<file path="config.mk">
export PLATFORM = sky130hd
export DESIGN_NAME = periph_bus_arbiter
export DESIGN_NICKNAME = d
export VERILOG_FILES = /design/src/rtl/periph_bus_arbiter.sv
export SDC_FILE = /design/constraint.sdc
export NUM_CORES = 1
export LEC_CHECK = 0
export CAP_MARGIN = 25
export CORE_MARGIN = 2
export CORE_UTILIZATION = 33
export CTS_BUF_LIST = sky130_fd_sc_hd__clkbuf_16
export DETAILED_ROUTE_END_ITERATION = 8
export PLACE_DENSITY = 0.83
export SYNTH_ARGS = -nofsm -noshare
export SYNTH_HDL_FRONTEND = slang
export SYNTH_SLANG_ARGS = --single-unit
</file>
<file path="constraint.sdc">
create_clock -name clk -period 1.8 [get_ports clk]
set_input_delay 0.18 -clock clk [delete_from_list [all_inputs] [get_ports clk]]
set_output_delay 0.18 -clock clk [all_outputs]
set_load 0.01 [all_outputs]
</file>
<file path="src/rtl/periph_bus_arbiter.sv">
// -----------------------------------------------------------------------------
// periph_bus_arbiter
//
// Two-master arbiter for the shared 8-bit peripheral bus. Master 0 is the
// processor core, master 1 a secondary master (debug loader / DMA). One
// single-cycle transfer is granted per clock. Accepted writes appear on the
// registered OUTBUS controls, accepted reads on the registered INBUS controls,
// and read data returned on inbus_data is routed back to the issuing master.
//
// Optional feature macro: PERIPH_BUS_ARB_LOCK_EN
//   When defined, m0_lock / m1_lock exist and the master of the most recent
//   accepted transfer can hold the bus against the other master.
//
// Parameters
//   ADDR_W      peripheral address width
//   DATA_W      data width
//   FIXED_PRIO  0 = round-robin on ties, 1 = master 0 always wins ties
//
// Ports
//   clk                  single clock
//   reset                synchronous, active-low
//   mX_req/we/addr/wdata master request, direction, address, write data
//   mX_lock              bus lock request (lock build only)
//   mX_gnt               combinational grant, transfer accepted on req & gnt
//   mX_rdata/rvalid      read return, rdata is zero while rvalid is low
//   outbus_addr/data/we  registered write path to the peripherals
//   inbus_addr/re        registered read path to the peripherals
//   inbus_data           OR of peripheral read data, valid the cycle after re
// -----------------------------------------------------------------------------
module periph_bus_arbiter #(
   parameter int ADDR_W     = 8,
   parameter int DATA_W     = 8,
   parameter int FIXED_PRIO = 0
) (
   input  logic              clk,
   input  logic              reset,
   input  logic              m0_req,
   input  logic              m0_we,
   input  logic [ADDR_W-1:0] m0_addr,
   input  logic [DATA_W-1:0] m0_wdata,
   input  logic              m1_req,
   input  logic              m1_we,
   input  logic [ADDR_W-1:0] m1_addr,
   input  logic [DATA_W-1:0] m1_wdata,
`ifdef PERIPH_BUS_ARB_LOCK_EN
   input  logic              m0_lock,
   input  logic              m1_lock,
`endif
   output logic              m0_gnt,
   output logic              m1_gnt,
   output logic [DATA_W-1:0] m0_rdata,
   output logic [DATA_W-1:0] m1_rdata,
   output logic              m0_rvalid,
   output logic              m1_rvalid,
   output logic [ADDR_W-1:0] outbus_addr,
   output logic [DATA_W-1:0] outbus_data,
   output logic              outbus_we,
   output logic [ADDR_W-1:0] inbus_addr,
   output logic              inbus_re,
   input  logic [DATA_W-1:0] inbus_data
);

   // Master of the most recent accepted transfer (0 = m0, 1 = m1).
   logic              last_r;
   // Read tag stage 1: a read is on the INBUS this cycle, and who owns it.
   logic              tag_vld_r;
   logic              tag_own_r;

   logic              blk0_s;
   logic              blk1_s;
   logic              cand0_s;
   logic              cand1_s;
   logic              gnt0_s;
   logic              gnt1_s;
   logic              acc_s;
   logic              sel_we_s;
   logic [ADDR_W-1:0] sel_addr_s;
   logic [DATA_W-1:0] sel_wdata_s;

`ifdef PERIPH_BUS_ARB_LOCK_EN
   // Lock is armed while the last transfer's master keeps its lock high.
   logic              lock_hold_r;
   logic              last_lock_s;

   // Lock level of the master that performed the last accepted transfer.
   always_comb begin
      last_lock_s = 1'b0;
      if (last_r) begin
         last_lock_s = m1_lock;
      end else begin
         last_lock_s = m0_lock;
      end
   end
`endif

   // Grant decision: lock blocking, then single-requester / tie-break rules.
   always_comb begin
      blk0_s = 1'b0;
      blk1_s = 1'b0;
      gnt0_s = 1'b0;
      gnt1_s = 1'b0;
`ifdef PERIPH_BUS_ARB_LOCK_EN
      // The combinational lock term makes release take effect in the very
      // cycle the holder drops its lock.
      if (lock_hold_r && last_lock_s) begin
         if (last_r) begin
            blk0_s = 1'b1;
         end else begin
            blk1_s = 1'b1;
         end
      end else begin
         blk0_s = 1'b0;
         blk1_s = 1'b0;
      end
`endif
      // Reset low suppresses any grant so a same-cycle request is not accepted.
      cand0_s = m0_req & ~blk0_s & reset;
      cand1_s = m1_req & ~blk1_s & reset;
      if (cand0_s && cand1_s) begin
         if (FIXED_PRIO != 32'sd0) begin
            gnt0_s = 1'b1;
         end else if (last_r) begin
            gnt0_s = 1'b1;
         end else begin
            gnt1_s = 1'b1;
         end
      end else begin
         gnt0_s = cand0_s;
         gnt1_s = cand1_s;
      end
   end

   // Select the accepted master's transfer attributes.
   always_comb begin
      acc_s = gnt0_s | gnt1_s;
      if (gnt1_s) begin
         sel_we_s    = m1_we;
         sel_addr_s  = m1_addr;
         sel_wdata_s = m1_wdata;
      end else begin
         sel_we_s    = m0_we;
         sel_addr_s  = m0_addr;
         sel_wdata_s = m0_wdata;
      end
   end

   assign m0_gnt = gnt0_s;
   assign m1_gnt = gnt1_s;

   // Bus control registers, round-robin pointer and the read tag pipeline.
   always_ff @(posedge clk) begin
      if (!reset) begin
         outbus_we   <= 1'b0;
         outbus_addr <= {ADDR_W{1'b0}};
         outbus_data <= {DATA_W{1'b0}};
         inbus_re    <= 1'b0;
         inbus_addr  <= {ADDR_W{1'b0}};
         last_r      <= 1'b1;
         tag_vld_r   <= 1'b0;
         tag_own_r   <= 1'b0;
         m0_rvalid   <= 1'b0;
         m1_rvalid   <= 1'b0;
      end else begin
         if (acc_s && sel_we_s) begin
            outbus_we   <= 1'b1;
            outbus_addr <= sel_addr_s;
            outbus_data <= sel_wdata_s;
         end else begin
            outbus_we   <= 1'b0;
            outbus_addr <= {ADDR_W{1'b0}};
            outbus_data <= {DATA_W{1'b0}};
         end
         if (acc_s && !sel_we_s) begin
            inbus_re   <= 1'b1;
            inbus_addr <= sel_addr_s;
            tag_vld_r  <= 1'b1;
            tag_own_r  <= gnt1_s;
         end else begin
            inbus_re   <= 1'b0;
            inbus_addr <= {ADDR_W{1'b0}};
            tag_vld_r  <= 1'b0;
            tag_own_r  <= 1'b0;
         end
         // Second tag stage doubles as the per-master read strobe.
         m0_rvalid <= tag_vld_r & ~tag_own_r;
         m1_rvalid <= tag_vld_r & tag_own_r;
         if (acc_s) begin
            last_r <= gnt1_s;
         end else begin
            last_r <= last_r;
         end
      end
   end

`ifdef PERIPH_BUS_ARB_LOCK_EN
   // Lock state: armed by a locked accepted transfer, dropped when lock falls.
   always_ff @(posedge clk) begin
      if (!reset) begin
         lock_hold_r <= 1'b0;
      end else if (acc_s) begin
         lock_hold_r <= gnt1_s ? m1_lock : m0_lock;
      end else if (!last_lock_s) begin
         lock_hold_r <= 1'b0;
      end else begin
         lock_hold_r <= lock_hold_r;
      end
   end
`endif

   // Peripheral data is only forwarded to the master that owns the return.
   assign m0_rdata = m0_rvalid ? inbus_data : {DATA_W{1'b0}};
   assign m1_rdata = m1_rvalid ? inbus_data : {DATA_W{1'b0}};

endmodule

</file>
=== Word-level counts from Yosys, hierarchy flattened ===
Cells that the tools add are included.

* Flip-flop bits (word level): 30
* Bits of input ports: 46
* Output and inout port bits: 46
* Word-level logic and storage cells: 32

* Muxes and demuxes: 11
* Bitwise logic cells: 6
* Reductions and logical operators: 6

{| class="wikitable"
|+ Operators by type and width
! kind !! number
|-
| 2-to-1 mux 8 bit || 4
|-
| 2-to-1 mux 1 bit || 7
|-
| AND 1 bit || 4
|-
| AND reduction 2 bit || 2
|-
| logical AND 1 bit || 3
|-
| zero test 1 bit || 1
|-
| NOT 1 bit || 1
|-
| OR 1 bit || 1
|}

=== Logic depth before layout (Yosys ltp) ===
Gate-level depths: netlist of the first run.

* Depth in word-level cells: 7
* Depth in mapped cells: 5

=== Worst setup path after synthesis of the first run ===
No wires, ideal clock.

* Path type: register -> register
* Start point: register last_r
* End point: register outbus_addr[1]
* Library setup time: 135 ps
* Arrival time: 1118 ps
* Slack: 547 ps
* Cell stages (with the launch flop): 5
* Period minus slack after synthesis: 1253 ps
* Cells stage by stage: dfxtp_1 nand2b_1 a32oi_2 buf_6 a211oi_1

* Word-level cells in the longest chain between the ends: 5

{| class="wikitable"
|+ Ends and longest elaborated chain
! element !! RTL line !! text
|-
| from (decl) || 64 || <nowiki>logic last_r;</nowiki>
|-
| from (signal assigned) || 188 || <nowiki>last_r <= gnt1_s;</nowiki>
|-
| from (signal assigned) || 190 || <nowiki>last_r <= last_r;</nowiki>
|-
| 2-to-1 mux 1 bit || 122 || <nowiki>end else if (last_r) begin</nowiki>
|-
| 2-to-1 mux 1 bit || 119 || <nowiki>if (cand0_s && cand1_s) begin</nowiki>
|-
| OR 1 bit or 2-to-1 mux 1 bit (tied branches) || 135, 136 ||
|-
| logical AND 1 bit || 164 || <nowiki>if (acc_s && sel_we_s) begin</nowiki>
|-
| AND reduction 2 bit (no line) || n/a ||
|-
| to (signal assigned) || 154 || <nowiki>outbus_addr <= {ADDR_W{1'b0}};</nowiki>
|-
| to (signal assigned) || 166 || <nowiki>outbus_addr <= sel_addr_s;</nowiki>
|-
| to (signal assigned) || 170 || <nowiki>outbus_addr <= {ADDR_W{1'b0}};</nowiki>
|-
| to (decl) || 55 || <nowiki>output logic [ADDR_W-1:0] outbus_addr,</nowiki>
|}

Parallel ways exist; a longest one is shown, timed or not.
A chain may end at the register's enable or synchronous reset.

=== Worst setup path after layout of the first run ===
* Start point: register last_r
* End point: output m0_gnt

* Word-level cells in the longest chain between the ends: 2

{| class="wikitable"
|+ Ends and longest elaborated chain
! element !! RTL line !! text
|-
| 2-to-1 mux 1 bit || 122 ||
|-
| 2-to-1 mux 1 bit || 119 ||
|-
| to (decl) || 49 || <nowiki>output logic m0_gnt,</nowiki>
|}

No other way between the ends.

==> metrics.log, run 1 <==
INFO  metric synth_area = roughly 1200 um^2
INFO  metric yosysWarnings = 0
INFO  metric grt_setup_unrepaired = no
INFO  metric fmax = 0.575 GHz
INFO  metric final_cell_mix = clkdlybuf4s50_1 (90), dfxtp_1 (30), a211oi_1 (24)
INFO  metric whs = 0.410 ns
INFO  metric die-height = between 60 and 70 um
INFO  metric post_synth_inst_count = 130
INFO  metric required = 1.62 ns
INFO  metric clock-sinks = 30
INFO  metric slew_viol_final = 0
INFO  metric switching_share = a little under a quarter
INFO  metric drt_iter0_markers = 30
INFO  metric hold_vio_cnt_final = 0
INFO  metric placement_stage_worst_setup_slack = approximately 0.067 ns
INFO  metric tritoncts = done
INFO  metric cts.htree.levels = 2
INFO  metric power_density = roughly 760 nW/um^2
INFO  metric synth_area_per_cell = 9.49 um^2
INFO  metric grt_start_max_net_pins = 44
INFO  metric worst_setup_path_startpoint = last_r
INFO  metric critical_path_class = register to output pin
INFO  metric drive_above_1_share = under 10%
INFO  metric seqPwrFrac = a little under 40%
INFO  metric die-width = around 65 um
INFO  metric timing.critical_path.to_type = output pin
INFO  metric clk_pin_slew_worst_paths = about 0.050 ns
INFO  metric sequential_cell_area_fraction_in_the_yosys_report = 48.7%
INFO  metric source_to_sink_clock_delay_at_the_later_pin_of_the_worst_skew_pair = about 0.27 ns
INFO  metric run_status = complete, no violations
INFO  metric ant_nets = 0
INFO  metric setup_total_negative_slack = 0 ns
INFO  metric crit_path_start_kind = register
INFO  metric clk_root_buffer_cell = clkbuf_16
INFO  metric min_from = tag_own_r
INFO  metric critical_path_arrival = approximately 1.6 ns
INFO  metric dp.final_hpwl = about 2800 um
INFO  metric crit-reg2reg-launch = last_r
INFO  metric initial_util = 34.0%
INFO  metric synth.lib_cells_used.distinct = 21
INFO  metric core_rows = 22
INFO  metric route.detailed.drc = 0
INFO  metric antenna_violations_before_repair = 0
INFO  metric drt_via_density = approximately 4.9
INFO  metric overflow = 0
INFO  metric synth.net_count = approximately 180
INFO  metric final_cells = approximately 280
INFO  metric routedWlPerCell = between 10 and 15 um
INFO  metric clock_skew = around 0.0060 ns
INFO  metric critical_path_peak_fanout = 5
INFO  metric synthDominantAreaCellType = dfxtp_1
INFO  metric fp.dieArea = about 4200 um^2
INFO  metric port-buffer-count = 91
INFO  metric boundaryPins = 92
INFO  metric dp_cells = 269
INFO  metric post-route-cell-area = 2350 um^2
INFO  metric numCtsBuffers = 5
INFO  metric timing.final.crit_period = approximately 1.7 ns
INFO  metric worst_slack = between 0.06 and 0.07 ns
INFO  metric dr_total_vias = 1360
INFO  metric dpl_cell_area = about 2200 um^2
INFO  metric clockPowerShare = 42.6%
INFO  metric power_frac_comb = between 10% and 20%
INFO  metric number_of_buffers_inserted_to_repair_setup_after_cts = 0
INFO  metric leading_cell_type_in_the_layout_fill_and_taps_excluded = clkdlybuf4s50_1
INFO  metric grt_pass1_vias = between 1000 and 1500
INFO  metric gp_congestion = ~0.82
INFO  metric wire_length_reported_by_the_detailed_router = 3790 um
INFO  metric fp.coreArea = between 3000 and 4000 um^2
INFO  metric maxSlewHeadroom = about three quarters
INFO  metric total_leakage_power = about 0.86 nW
INFO  metric peak_vdd_ir = between 300 and 400 uV
INFO  metric synth.ff_latch_count = 30
INFO  metric setup_viol_count_final = 0
INFO  metric nFillCells = 300
INFO  metric final_net_count = 274
INFO  metric n_antenna_cell = 0
INFO  metric clockBufferDepth = 2
INFO  metric actual_transition_at_the_worst_max_transition_pin = 0.384 ns
INFO  metric areaGrowthSynthToFinish = 90.7%
INFO  metric yosys.area.top_type_share = between 40% and 50%
INFO  metric hp-class = register to register
INFO  metric final.period_utilization = between 90% and 100%
INFO  metric globalRouteTotalUtil = a little under a fifth
INFO  metric internal_power = about 1.4 mW
INFO  metric pre_antenna_drt_iters = 4
INFO  metric grt_first_pass_wirelength = 5780 um
INFO  metric yosys-top-cells-area = dfxtp_1 (49%), a211oi_1 (15%), and2_1 (8.1%), o21ai_0 (6.9%), nand3_1 (6.5%)
INFO  metric netSwitchingPower = about 0.4 mW
INFO  metric max_cap_viol_count = 0
==> cell usage after synthesis <==
master,number
a211oi_1,24
a21bo_1,1
a21boi_4,1
a2bb2oi_2,1
a32oi_2,1
and2_1,16
and3_1,1
and3_2,1
buf_2,2
buf_4,1
buf_6,3
clkbuf_1,4
dfxtp_1,30
inv_1,1
nand2_1,3
nand2b_1,1
nand3_1,16
nor2_1,4
nor2b_1,1
nor3_1,1
o21ai_0,17
==> metal layers <==
metal	share of wire [%]	GRT usage [%]	wire, um	vias to the layer above
li1	-	-	-	675
met5	0	0	0	-
met1	37	18.5	1390	605
met4	2.7	10.9	104	0
met2	50	32.0	1890	71
met3	11	7.53	410	9
==> path summary, 6_finish.rpt <==
check	slack [ns]	depth (start not counted)	end
max	0.06	3	m0_gnt
min reg2reg	0.41	1	m0_rvalid
min	0.41	1	m0_rvalid
max reg2reg	0.44	4	outbus_addr[1]
==> logic make-up (layout without fill, tap and decap cells) <==
family	count (synthesis)	in the layout	synth area share, %
AOI/OAI and AO/OA	45	45	26.4
DFF	30	30	48.7
buffers and inverters	11	110	5.68
and+or+nand+nor	44	44	19.3
==> power by group through the flow <==
| stage | Sequential (mW) | Combinational, mW | Clock [mW] |
|---|---|---|---|
| 2_1_floorplan | 0.734 | 0.108 | 0 |
| 3_5_place_dp | 0.721 | 0.321 | 0 |
| 4_1_cts | 0.708 | 0.323 | 0.776 |
| 5_1_grt | 0.710 | 0.344 | 0.813 |
| 3_3_place_gp | 0.720 | 0.315 | 0 |
| 6_report | 0.708 | 0.322 | 0.763 |
==> area by class of cell <==
cell class	instances	area, um^2	share of cell area (%)
multi-input combinational	89	563	23.9
clock buffer	5	125	5.32
sequential	30	601	25.5
clock inverter	3	11.3	0.479
tap	48	60.1	2.55
inverter	1	3.75	0.160
timing repair buffer	101	988	42.0
==> through the flow <==
stage / util (%) / power [mW]
finish: 64.7 / 1.79
global route: 64.7 / 1.87
CTS: 64.7 / 1.81
detailed placement: 60.9 / 1.04
global placement: 60.9 / 1.03
floorplan: - / 0.841
==> repair_timing <==
item                                    in CTS  in global routing
endpoints found under the setup margin       0                  1
hold buffers                                 0                  0
endpoints found under the hold margin        0                  0
resized for setup                            0                  1
==> sequential cells by signal, summed over array words and instances, names as in the netlist <==
signal / count
inbus_addr: 8
last_r: 1
m0_rvalid: 1
m1_rvalid: 1
outbus_addr: 8
outbus_data: 8
outbus_we: 1
tag_own_r: 1
tag_vld_r: 1
==> critical path: stages, from the launching register on <==
cell,delay (ns)
dfxtp_1,0.42
nand2b_1,0.16
and3_2,0.18
clkdlybuf4s50_1,0.53
Power figures use the tool's default switching activity.
==> run 2, diff against run 1 <==
==> constraint.sdc (replaced) <==
create_clock -name clk -period 1.72 [get_ports clk]
set_input_delay 0.172 -clock clk [delete_from_list [all_inputs] [get_ports clk]]
set_output_delay 0.172 -clock clk [all_outputs]
set_load 0.01 [all_outputs]
==> run 2 against run 1 <==
Against the previous run:
- utilization up 0.72 points
- global-route usage up 0.062 points
- clock power rose by 6.2%
- sequential power rose by 4.7%
- first-iteration DRC count down 30%
- wire length decreased by 0.53%
- combinational power is 6.2% higher
- non-clock buffer count grew 1
- critical path depth is the same
- worst hold slack gained 0.010 ns
- critical path type unchanged
==> metrics.log, run 2 (synthesis gave the netlist of run 1 again) <==
INFO  metric source_to_sink_clock_delay_at_the_later_pin_of_the_worst_skew_pair = 0.27 ns (about the same)
INFO  metric dp.final_hpwl = 2810 um (was 2820 um)
INFO  metric clock-sinks = 30 (unchanged)
INFO  metric whs = 0.421 ns (was 0.410 ns)
INFO  metric gp_congestion = 0.781 (was 0.820)
INFO  metric boundaryPins = 92 (unchanged)
INFO  metric port-buffer-count = 91 (unchanged)
INFO  metric n_antenna_cell = 0 (unchanged)
INFO  metric worst_path_dominant_cell_family = buffers and inverters (unchanged)
INFO  metric worst_slack = 0.0658 ns (was 0.0603 ns)
INFO  metric power_density = 796 nW/um^2 (was 762 nW/um^2)
INFO  metric actual_transition_at_the_worst_max_transition_pin = 0.296 ns (was 0.384 ns)
INFO  metric drive_above_1_share = 10.0% (was 8.30%)
INFO  metric total_leakage_power = 0.874 nW (was 0.864 nW)
INFO  metric maxSlewHeadroom = 80.1% (was 74.4%)
INFO  metric die-width = 65.1 um (unchanged)
INFO  metric report.power.total = 1.89 mW (was 1.79 mW)
INFO  metric final_cell_mix = clkdlybuf4s50_1 (90), dfxtp_1 (29), a211oi_1 (24) (was clkdlybuf4s50_1 (90), dfxtp_1 (30), a211oi_1 (24))
INFO  metric leading_cell_type_in_the_layout_fill_and_taps_excluded = clkdlybuf4s50_1 (unchanged)
INFO  metric number_of_buffers_inserted_to_repair_setup_after_cts = 0 (unchanged)
INFO  metric grt_pass1_vias = 1328 (was 1263)
INFO  metric biggestRegsByFlops = inbus_addr (8), outbus_addr (8), outbus_data (8) (unchanged)
INFO  metric grt_start_max_net_pins = 44 (unchanged)
INFO  metric tritoncts = done (unchanged)
INFO  metric timing.critical_path.to_type = output pin (unchanged)
INFO  metric required = 1.55 ns (was 1.62 ns)
INFO  metric final.period_utilization = a little over nine tenths
INFO  metric max_cap_viol_count = 0 (unchanged)
INFO  metric dr_total_vias = 1379 (was 1360)
INFO  metric antenna_violations_before_repair = 0 (unchanged)
INFO  metric post-route-cell-area = 2380 um^2 (was 2350 um^2)
INFO  metric hp-class = register to register (unchanged)
INFO  metric peak_vdd_ir = 356 uV (was 387 uV)
INFO  metric wp_buf_inv = 1 (unchanged)
INFO  metric routedWlPerCell = 13.6 um (was 13.7 um)
INFO  metric setup_total_negative_slack = 0 ns (unchanged)
INFO  metric critical_path_class = register to output pin (unchanged)
INFO  metric globalRouteTotalUtil = 18.5% (was 18.4%)
INFO  metric wire_length_reported_by_the_detailed_router = 3770 um (was 3790 um)
INFO  metric pre_antenna_drt_iters = 4 (unchanged)
INFO  metric seqCellArea = 602 um^2 (was 601 um^2)
INFO  metric route.detailed.drc = 0 (unchanged)
INFO  metric setup_viol_count_final = 0 (unchanged)
INFO  metric die-height = 65.1 um (unchanged)
INFO  metric crit_path_top_delay_cell = clkdlybuf4s50_1 (unchanged)
INFO  metric grt_setup_unrepaired = no (unchanged)
INFO  metric ant_nets = 0 (unchanged)
INFO  metric critical_path_arrival = 1.48 ns (was 1.56 ns)
INFO  metric initial_util = 34.0% (unchanged)
INFO  metric grt_first_pass_wirelength = 5930 um (was 5780 um)
INFO  metric fmax = 0.605 GHz
INFO  metric drt_via_density = 4.96 (was 4.91)
INFO  metric overflow = 0 (unchanged)
INFO  metric multiInputGateArea = 563 um^2 (unchanged)
INFO  metric core_rows = 22 (unchanged)
INFO  metric drt_iter0_markers = 21 (was 30)
INFO  metric clk_pin_slew_worst_paths = 0.05 ns (about the same)
INFO  metric fp.dieArea = 4240 um^2 (unchanged)
INFO  metric hold_vio_cnt_final = 0 (unchanged)
INFO  metric final_net_count = 275 (was 274)
INFO  metric crit_path_start_kind = register (unchanged)
INFO  metric clk_root_buffer_cell = clkbuf_16 (unchanged)
INFO  metric clockBufferDepth = 2 (unchanged)
INFO  metric crit_chain = nand2b_1 > and3_2 > clkdlybuf4s50_1 (unchanged)
INFO  metric cts.htree.levels = 2 (unchanged)
INFO  metric run_status = complete, no violations (unchanged)
INFO  metric dpl_cell_area = 2230 um^2 (was 2210 um^2)
INFO  metric timing.final.crit_period = about 1.7 ns
INFO  metric areaGrowthSynthToFinish = 92.8% (was 90.7%)
INFO  metric slew_viol_final = 0 (unchanged)
INFO  metric critical_path_peak_fanout = 5 (unchanged)
INFO  metric clock_skew = 0.00459 ns (was 0.00604 ns)
INFO  metric nFillCells = 320 (was 300)
INFO  metric timing.critical_path.slowest_cell_delay = 0.53 ns (about the same)
INFO  metric fp.coreArea = 3630 um^2 (unchanged)
INFO  metric numCtsBuffers = 5 (unchanged)
INFO  metric placement_stage_worst_setup_slack = 0.0192 ns (was 0.0672 ns)
-- run 2: cell types whose count changed in the layout (fill, tap and decap cells not counted) --
cell	change
clkinv_1	-2
clkinvlp_4	+1
clkinv_2	+1
dfxtp_2	+1
buf_12	+1
dfxtp_1	-1
-- run 2: metrics by stage --
stage,std cells,util [%]
CTS,278,65.4
global route,278,65.5
floorplan,130,-
finish,278,65.5
detailed placement,270,61.5
global placement,270,61.5
-- run 2: path summary, 6_finish.rpt --
path	end	startpoint	slack (ns)	cells after the start
worst max register to register	outbus_addr[6]	last_r	0.43	4
worst max-delay path	m0_gnt	last_r	0.07	3
worst min-delay path	m0_rvalid	tag_own_r	0.42	1
worst min register to register	m0_rvalid	tag_own_r	0.42	1
-- run 2: layout make-up --
cell class	count	area share, %
timing repair buffer	102	42.4
clock buffer	5	5.26
clock inverter	3	0.684
inverter	1	0.158
multi-input combinational	89	23.7
tap	48	2.52
sequential	30	25.3
-- run 2: layer usage --
metal | global-route usage (%) | vias up | routed length, um
met5 | 0 | - | 0
met4 | 6.77 | 0 | 43
met3 | 8.05 | 4 | 328
met2 | 34.4 | 67 | 1990
met1 | 18.0 | 633 | 1410
li1 | - | 675 | -
-- run 2: repair_timing --
item,4_1_cts,5_1_grt
hold buffers,0,0
resized for setup,1,1
setup endpoints to repair,1,1
-- run 2: report_power, final --
group | switching (mW) | leakage (nW) | internal (mW)
Clock | 0.285 | 0.0672 | 0.526
Sequential | 0.0127 | 0.245 | 0.728
Combinational | 0.136 | 0.562 | 0.206
Total | 0.433 | 0.874 | 1.46
